### config.mk
export PLATFORM = sky130hd
export DESIGN_NAME = dbg_uart_dumper
export DESIGN_NICKNAME = d
export VERILOG_FILES = /design/src/rtl/dbg_pkg.sv /design/src/rtl/uart_tx_byte.sv /design/src/rtl/dbg_uart_dumper.sv
export SDC_FILE = /design/constraint.sdc
export NUM_CORES = 1
export LEC_CHECK = 0
export CELL_PAD_IN_SITES_DETAIL_PLACEMENT = 1
export CELL_PAD_IN_SITES_GLOBAL_PLACEMENT = 2
export CORE_MARGIN = 3
export CORE_UTILIZATION = 40
export CTS_CLUSTER_SIZE = 24
export DETAILED_ROUTE_END_ITERATION = 8
export DONT_BUFFER_PORTS = 1
export HOLD_SLACK_MARGIN = 0.02
export PLACE_DENSITY = 0.75
export SLEW_MARGIN = 0
export SYNTH_ARGS = -nofsm -noshare
export SYNTH_HDL_FRONTEND = slang
export SYNTH_HIERARCHICAL = 1
export SYNTH_SLANG_ARGS = --single-unit
### constraint.sdc
create_clock -name clk -period 3.33 [get_ports clk]
set_clock_uncertainty 0.15 [all_clocks]
set_input_delay 0.666 -clock clk [delete_from_list [all_inputs] [get_ports clk]]
set_output_delay 0.666 -clock clk [all_outputs]
set_load 0.02 [all_outputs]
### src/rtl/dbg_pkg.sv
`default_nettype none
// ============================================================================
//  Module      : dbg_pkg
//  Description : Shared types and constants for the debug UART snapshot dumper
//  Revision    : 1.0 - initial release
// ============================================================================
package dbg_pkg;

    typedef enum logic [1:0] {
        IDLE = 2'd0,
        SCAN = 2'd1,
        TX   = 2'd2
    } dbg_state_e;

    localparam logic [7:0] DBG_HDR    = 8'hA5;
    localparam int         DBG_NBYTES = 8;

    localparam logic [3:0] SEL_PC_B0  = 4'h0;
    localparam logic [3:0] SEL_PC_B1  = 4'h1;
    localparam logic [3:0] SEL_PC_B2  = 4'h2;
    localparam logic [3:0] SEL_PC_B3  = 4'h3;
    localparam logic [3:0] SEL_CNT_B0 = 4'h8;
    localparam logic [3:0] SEL_CNT_B1 = 4'h9;
    localparam logic [3:0] SEL_CNT_B2 = 4'hA;
    localparam logic [3:0] SEL_CNT_B3 = 4'hB;

    // Snapshot byte index -> upstream selector code (PC bytes, then count bytes)
    function automatic logic [3:0] sel_code(input logic [2:0] idx);
        logic [3:0] code;
        case (idx)
            3'd0:    code = SEL_PC_B0;
            3'd1:    code = SEL_PC_B1;
            3'd2:    code = SEL_PC_B2;
            3'd3:    code = SEL_PC_B3;
            3'd4:    code = SEL_CNT_B0;
            3'd5:    code = SEL_CNT_B1;
            3'd6:    code = SEL_CNT_B2;
            default: code = SEL_CNT_B3;
        endcase
        return code;
    endfunction

endpackage
`default_nettype wire

### src/rtl/uart_tx_byte.sv
`default_nettype none
// ============================================================================
//  Module      : uart_tx_byte
//  Description : 8N1 UART byte transmitter. A start pulse loads a byte even on
//                the final cycle of the previous stop bit, so bytes can be
//                chained with no idle gap. done is combinational and marks the
//                last cycle of the stop bit.
//  Revision    : 1.0 - initial release
// ============================================================================
module uart_tx_byte #(
    parameter int CLKS_PER_BIT = 868
) (
    input  logic       clk,
    input  logic       rstn,
    input  logic       start,
    input  logic [7:0] data,
    output logic       txd,
    output logic       done
);

    localparam logic [15:0] BAUD_LAST = 16'(CLKS_PER_BIT - 1);
    localparam logic [3:0]  BIT_LAST  = 4'd9;

    // Frame bits go out from bit 0; idle fill is all ones so the line rests high
    logic [9:0]  shift_q;
    logic [15:0] baud_q;
    logic [3:0]  bit_q;
    logic        active_q;

    assign txd  = shift_q[0];
    assign done = active_q && (baud_q == BAUD_LAST) && (bit_q == BIT_LAST);

    // Baud counter and shift register; async reset forces the line high at once
    always_ff @(posedge clk or negedge rstn) begin
        if (!rstn) begin
            shift_q  <= '1;
            baud_q   <= '0;
            bit_q    <= '0;
            active_q <= 1'b0;
        end else if (start) begin
            shift_q  <= {1'b1, data, 1'b0};
            baud_q   <= '0;
            bit_q    <= '0;
            active_q <= 1'b1;
        end else if (active_q) begin
            if (baud_q == BAUD_LAST) begin
                baud_q  <= '0;
                shift_q <= {1'b1, shift_q[9:1]};
                if (bit_q == BIT_LAST) begin
                    active_q <= 1'b0;
                end else begin
                    bit_q <= bit_q + 4'd1;
                end
            end else begin
                baud_q <= baud_q + 16'd1;
            end
        end
    end

endmodule
`default_nettype wire

### src/rtl/dbg_uart_dumper.sv
`default_nettype none
// ============================================================================
//  Module      : dbg_uart_dumper
//  Description : Walks the upstream PC/instruction-count byte selector, builds
//                an 8-byte snapshot and sends it as a 9-byte UART frame
//                (0xA5 header + PC[0..3] + count[0..3]).
//  Revision    : 1.0 - initial release
// ============================================================================
module dbg_uart_dumper
    import dbg_pkg::*;
#(
    parameter int CLKS_PER_BIT = 868,
    parameter int AUTO_PERIOD  = 0
) (
    input  logic       clk,
    input  logic       rstn,
    input  logic       trigger,
    output logic [3:0] selector,
    input  logic [7:0] sgnl,
    output logic       txd,
    output logic       busy
);

    localparam logic [31:0] AUTO_RELOAD = 32'(AUTO_PERIOD);
    localparam logic [3:0]  TX_LAST     = 4'(DBG_NBYTES);
    localparam logic [2:0]  SCAN_LAST   = 3'(DBG_NBYTES - 1);

    dbg_state_e  state_q;
    logic [3:0]  sel_q;
    logic        busy_q;
    logic [2:0]  byte_idx_q;
    logic        phase_q;
    logic [7:0]  snap_q [DBG_NBYTES];
    logic [3:0]  tx_idx_q;
    logic        tx_pend_q;
    logic [31:0] auto_cnt_q;

    logic        uart_start;
    logic        uart_done;
    logic [7:0]  uart_data;
    logic        auto_fire;

    assign selector = sel_q;
    assign busy     = busy_q;

    // Auto-trigger fires on the cycle the down-count would reach zero, which
    // gives exactly AUTO_PERIOD idle cycles between frames.
    assign auto_fire = (AUTO_PERIOD != 0) && (auto_cnt_q == 32'd1);

    // tx_idx_q is the byte on the line; the header goes first, then the byte
    // after the current one is snap_q[tx_idx_q] because of the header offset.
    assign uart_start = (state_q == TX) &&
                        (tx_pend_q || (uart_done && (tx_idx_q != TX_LAST)));
    assign uart_data  = tx_pend_q ? DBG_HDR : snap_q[tx_idx_q[2:0]];

    // Control FSM: accept/auto-fire, scan the selector, then stream the frame
    always_ff @(posedge clk or negedge rstn) begin
        if (!rstn) begin
            state_q    <= IDLE;
            sel_q      <= SEL_PC_B0;
            busy_q     <= 1'b0;
            byte_idx_q <= '0;
            phase_q    <= 1'b0;
            tx_idx_q   <= '0;
            tx_pend_q  <= 1'b0;
            auto_cnt_q <= '0;
            for (int i = 0; i < DBG_NBYTES; i++) begin
                snap_q[i] <= 8'h00;
            end
        end else begin
            case (state_q)
                IDLE: begin
                    if (trigger || auto_fire) begin
                        state_q    <= SCAN;
                        busy_q     <= 1'b1;
                        byte_idx_q <= '0;
                        phase_q    <= 1'b0;
                        sel_q      <= sel_code(3'd0);
                        auto_cnt_q <= AUTO_RELOAD;
                    end else if (AUTO_PERIOD != 0) begin
                        // A zero count only occurs straight out of reset
                        if (auto_cnt_q == 32'd0) begin
                            auto_cnt_q <= AUTO_RELOAD;
                        end else begin
                            auto_cnt_q <= auto_cnt_q - 32'd1;
                        end
                    end
                end

                SCAN: begin
                    // Second cycle of each selector slot: upstream register has settled
                    phase_q <= ~phase_q;
                    if (phase_q) begin
                        snap_q[byte_idx_q] <= sgnl;
                        if (byte_idx_q == SCAN_LAST) begin
                            state_q   <= TX;
                            tx_pend_q <= 1'b1;
                            tx_idx_q  <= '0;
                        end else begin
                            byte_idx_q <= byte_idx_q + 3'd1;
                            sel_q      <= sel_code(byte_idx_q + 3'd1);
                        end
                    end
                end

                TX: begin
                    if (tx_pend_q) begin
                        tx_pend_q <= 1'b0;
                    end else if (uart_done) begin
                        if (tx_idx_q == TX_LAST) begin
                            state_q    <= IDLE;
                            busy_q     <= 1'b0;
                            sel_q      <= SEL_PC_B0;
                            auto_cnt_q <= AUTO_RELOAD;
                        end else begin
                            tx_idx_q <= tx_idx_q + 4'd1;
                        end
                    end
                end

                default: begin
                    state_q <= IDLE;
                    busy_q  <= 1'b0;
                    sel_q   <= SEL_PC_B0;
                end
            endcase
        end
    end

    uart_tx_byte #(
        .CLKS_PER_BIT (CLKS_PER_BIT)
    ) u_uart (
        .clk   (clk),
        .rstn  (rstn),
        .start (uart_start),
        .data  (uart_data),
        .txd   (txd),
        .done  (uart_done)
    );

endmodule
`default_nettype wire

==> impl_metrics.yaml <==
finish:
  fin_area_mm2: 0.006060
  n_fill_cell: 1413
  antenna_cells: 0
  flow.area_growth_from_synthesis_pct: 10.12
  area_of_combinational_cells_with_multiple_inputs_mm2: 0.002619
  final-seq-area_mm2: 0.002739
  instances_no_fill: 638
  share_of_layout_cells_above_drive_strength_1_pct: 28.14
  finish.utilization_pct: 45.40
  nets: 479
yosys:
  synth_ff_type: "sky130_fd_sc_hd__dfrtp_1"
  synth_async_sr_flop_share_pct: 100.0
  synth_fp_nets: 477
  seq_area_frac_synth_pct: 49.77
  synthesis.instances: 455
  ys_warn_count: 6
  syn-cell-area_mm2: 0.005503
  synth_edf_count: 0
  synthDistinctLibCells: 63
  syn_avg_cell_area_um2: 12.09
  synth-seq-cells: 109
worst_hold_path:
  min-delay-path-class: "input port to async pin"
route:
  dr_wl_met3_um: 444
  routed_antenna_nets: 0
  m1_wire_length_um: 5817
  drtPass1Iterations: 4
  wire_length_per_cell_um: 19.69
  top_layer_used: "met4"
  routed_via_density: 5.553
  route.vias.total: 3543
  met2_routed_wl_um: 6105
  dr.first_iter.drc_count: 167
  drcViolationCount: 0
  wirelength_um: 12560
clocking:
  clock_latency_late_sink_ns: 0.36
  cts-root-buf: "sky130_fd_sc_hd__clkbuf_16"
  numClockSinks: 109
  tritoncts: "done"
  cts-buffers-inserted: 9
  clk_pin_slew_ns: 0.08
  cts.htree.levels: 3
  clock_tree.buffer_depth: 2
die:
  core-area_mm2: 0.01335
  ioPinCount: 17
  initial_core_util_pct: 41.23
  die_h_um: 123.3
  std_cell_rows: 42
  die_x_um: 123.3
  die_area_mm2: 0.01520
place:
  dp.final_hpwl_um: 8288
  dp.cells: 622
  place.gp.congestion: 0.7581
  buffer_ports.inserted: 0
  post_dp_cell_area_mm2: 0.005717
critical_path:
  critical_path.n_buffers_inverters: 0
  cp_slowest_cell: "sky130_fd_sc_hd__or4_4"
  sequence_of_cells_on_the_critical_path: "or4_4 -> or4_4 -> nor2_4 -> a21oi_1 -> nor2_2 -> o2111ai_2 -> or4_1 -> or4_1 -> nand2_1"
  path_max_fanout: 4
  max_stage_delay_ns: 0.58
  criticalPathCategory: "flop to flop"
  worst_path_dominant_cell_family: "simple AND/OR/NAND/NOR gates"
  crit_path_start_kind: "flop"
  setup_crit_end_kind: "flop"
  worstPathRequired_ns: 3.48
  critical_path_arrival_ns: 3.33
global_route:
  grt_remaining_overflow: 0
  grt.total_usage_pct: 18.57
  grt_antenna_before_repair: 0
  first_global_vias: 4021
  grt_pass1_wl_um: 21760
  pin_count_of_the_biggest_net_entering_global_routing: 110
timing:
  fin_crit_ns: 3.184
  maxSlewViolCount: 0
  timing.fmax_mhz: 314.1
  grt_setup_unrepaired: "false"
  final.hold.worst_slack_ns: -0.1588
  report.final.setup_viol: 0
  worstMarginPinSlew_ns: 0.8615
  report.final.hold_viol_count: 100
  slew-limit-headroom_pct: 42.04
  post-route-period-util_pct: 95.61
pwr:
  ir_drop_mv: 0.4854
  post-layout-total-power_uw: 4750
  pwrdens_mw_per_mm2: 783.9
  p_leak_uw: 0.002560
status:
  status: "finished with violations"
  violations: "hold timing"
flow_run:
  drv.max_cap_violation_count: 0
-- cell families after synthesis --
family | share of synthesized area, %
AOI/OAI and AO/OA | 7.822
xor gates and xnor gates | 1.751
adders and majority gates | 2.501
buffers and inverters | 3.070
DFF | 49.77
muxes | 22.06
other | 0.06815
and+or+nand+nor | 12.96
-- flip-flops by register name (all words and copies together), names as in the netlist --
signal	flops
phase_q	1
busy	1
u_uart/active_q	1
snap_q	64
u_uart/baud_q	16
byte_idx_q	3
u_uart/shift_q	9
tx_idx_q	4
selector	3
tx_pend_q	1
state_q	2
u_uart/bit_q	4
-- path summary, 6_finish.rpt --
check / start / to / slack (ns) / depth (start not counted)
setup / recovery: u_uart/baud_q[13] / u_uart/baud_q[15] / 0.15 / 9
hold / removal: rstn / selector[3] / -0.16 / 0
setup reg to reg: u_uart/baud_q[13] / u_uart/baud_q[15] / 0.15 / 9
hold reg to reg: snap_q[22] / snap_q[22] / 0.35 / 1
max in group asynchronous: rstn / u_uart/shift_q[7] / 2.99 / 0
min in group clk: sgnl[0] / snap_q[8] / 0.29 / 1
-- synth_stat cells (2+ instances only) --
| library cell | count | area (um^2) |
|---|---|---|
| sky130_fd_sc_hd__dfrtp_1 | 100 | 2502 |
| sky130_fd_sc_hd__mux2_2 | 58 | 653.1 |
| sky130_fd_sc_hd__nand2_1 | 37 | 138.9 |
| sky130_fd_sc_hd__mux2i_1 | 26 | 260.3 |
| sky130_fd_sc_hd__nor2_1 | 23 | 86.33 |
| sky130_fd_sc_hd__o21ai_0 | 16 | 80.08 |
| sky130_fd_sc_hd__inv_1 | 13 | 48.80 |
| sky130_fd_sc_hd__ha_1 | 11 | 137.6 |
| sky130_fd_sc_hd__a21oi_1 | 10 | 50.05 |
| sky130_fd_sc_hd__clkbuf_1 | 9 | 33.78 |
| sky130_fd_sc_hd__dfstp_2 | 9 | 236.5 |
| sky130_fd_sc_hd__a22oi_1 | 8 | 60.06 |
| sky130_fd_sc_hd__mux2_4 | 8 | 120.1 |
| sky130_fd_sc_hd__mux4_2 | 8 | 180.2 |
| sky130_fd_sc_hd__nand4_1 | 8 | 50.05 |
| sky130_fd_sc_hd__xnor2_1 | 7 | 61.31 |
| sky130_fd_sc_hd__a22o_1 | 6 | 52.55 |
| sky130_fd_sc_hd__buf_2 | 6 | 30.03 |
| sky130_fd_sc_hd__nand2b_1 | 6 | 37.54 |
| sky130_fd_sc_hd__nor4_1 | 6 | 37.54 |
| sky130_fd_sc_hd__a21o_1 | 5 | 37.54 |
| sky130_fd_sc_hd__nand3_1 | 5 | 25.02 |
| sky130_fd_sc_hd__or4_1 | 5 | 37.54 |
| sky130_fd_sc_hd__nand3b_1 | 4 | 30.03 |
| sky130_fd_sc_hd__nor2b_1 | 4 | 25.02 |
| sky130_fd_sc_hd__xor2_1 | 4 | 35.03 |
| sky130_fd_sc_hd__buf_4 | 3 | 22.52 |
| sky130_fd_sc_hd__buf_6 | 3 | 33.78 |
| sky130_fd_sc_hd__nor3_1 | 3 | 15.01 |
| sky130_fd_sc_hd__o22ai_1 | 3 | 18.77 |
| sky130_fd_sc_hd__a31oi_1 | 2 | 12.51 |
| sky130_fd_sc_hd__and3_4 | 2 | 22.52 |
| sky130_fd_sc_hd__and3b_1 | 2 | 17.52 |
| sky130_fd_sc_hd__nand4b_1 | 2 | 17.52 |
| sky130_fd_sc_hd__nor3_2 | 2 | 20.02 |
| sky130_fd_sc_hd__o211ai_1 | 2 | 15.01 |
| sky130_fd_sc_hd__o21bai_1 | 2 | 15.01 |
| sky130_fd_sc_hd__or3_1 | 2 | 12.51 |
-- layout make-up --
type	instances	share of cell area (%)
Clock inverter	7	1.879
Clock buffer	9	3.717
Sequential cell	109	45.20
Tap cell	176	3.634
Timing Repair Buffer	12	1.549
Multi-Input combinational cell	312	43.22
Inverter	13	0.8053
-- routing by layer --
| metal | global-route usage (%) | vias to the layer above |
|---|---|---|
| li1 | - | 1652 |
| met1 | 24.60 | 1832 |
| met2 | 30.11 | 46 |
| met3 | 4.849 | 13 |
| met4 | 5.467 | 0 |
| met5 | 0 | - |
-- what timing repair did --
item	4_1_cts	5_1_grt
setup endpoints to repair	0	1
gates resized for setup	0	1
hold endpoints to repair	109	109
setup buffers	0	0
-- power breakdown --
part           leakage (uW)  switching (uW)  internal (uW)
combinational       0.00105             550            768
clock              0.000167             545            682
sequential          0.00134             388           1820
-- worst reg2reg max path, stage by stage (launching register included) --
cell and delay [ns]:
sky130_fd_sc_hd__dfrtp_1 0.43, sky130_fd_sc_hd__or4_4 0.56, sky130_fd_sc_hd__or4_4 0.58, sky130_fd_sc_hd__nor2_4 0.11
sky130_fd_sc_hd__a21oi_1 0.08, sky130_fd_sc_hd__nor2_2 0.16, sky130_fd_sc_hd__o2111ai_2 0.13, sky130_fd_sc_hd__or4_1 0.44
sky130_fd_sc_hd__or4_1 0.41, sky130_fd_sc_hd__nand2_1 0.09
-- layout by cell type (no fill, tap or decap), types with 2 or more instances in the layout --
master                      netlist  final
sky130_fd_sc_hd__a21o_1           5      5
sky130_fd_sc_hd__a21oi_1         10     10
sky130_fd_sc_hd__a22o_1           6      6
sky130_fd_sc_hd__a22oi_1          8      8
sky130_fd_sc_hd__a31oi_1          2      2
sky130_fd_sc_hd__and3_4           2      2
sky130_fd_sc_hd__and3b_1          2      2
sky130_fd_sc_hd__buf_4            3     11
sky130_fd_sc_hd__bufinv_16        0      2
sky130_fd_sc_hd__clkbuf_16        0      9
sky130_fd_sc_hd__dfrtp_1        100    100
sky130_fd_sc_hd__dfstp_2          9      9
sky130_fd_sc_hd__ha_1            11     11
sky130_fd_sc_hd__inv_1           13     13
sky130_fd_sc_hd__inv_8            0      4
sky130_fd_sc_hd__mux2_2          58     58
sky130_fd_sc_hd__mux2_4           8      8
sky130_fd_sc_hd__mux2i_1         26     26
sky130_fd_sc_hd__mux4_2           8      8
sky130_fd_sc_hd__nand2_1         37     37
sky130_fd_sc_hd__nand2b_1         6      6
sky130_fd_sc_hd__nand3_1          5      5
sky130_fd_sc_hd__nand3b_1         4      4
sky130_fd_sc_hd__nand4_1          8      8
sky130_fd_sc_hd__nand4b_1         2      2
sky130_fd_sc_hd__nor2_1          23     21
sky130_fd_sc_hd__nor2_2           1      2
sky130_fd_sc_hd__nor2b_1          4      4
sky130_fd_sc_hd__nor3_1           3      3
sky130_fd_sc_hd__nor3_2           2      2
sky130_fd_sc_hd__nor4_1           6      6
sky130_fd_sc_hd__o211ai_1         2      2
sky130_fd_sc_hd__o21ai_0         16     16
sky130_fd_sc_hd__o21bai_1         2      2
sky130_fd_sc_hd__o22ai_1          3      3
sky130_fd_sc_hd__or3_1            2      2
sky130_fd_sc_hd__or4_1            5      3
sky130_fd_sc_hd__or4_4            1      3
sky130_fd_sc_hd__xnor2_1          7      7
sky130_fd_sc_hd__xor2_1           4      4
-- through the flow --
stage | TNS, ns | hold WS (ns) | setup WS [ns]
6_report | 0 | -0.1588 | 0.1463
2_1_floorplan | -0.05832 | 0.2204 | -0.05832
3_5_place_dp | 0 | 0.2246 | 0.1156
5_1_grt | 0 | -0.1787 | 0.008583
3_3_place_gp | 0 | 0.2255 | 0.1742
4_1_cts | 0 | -0.1734 | 0.08303
(Power assumes the default switching activity.)
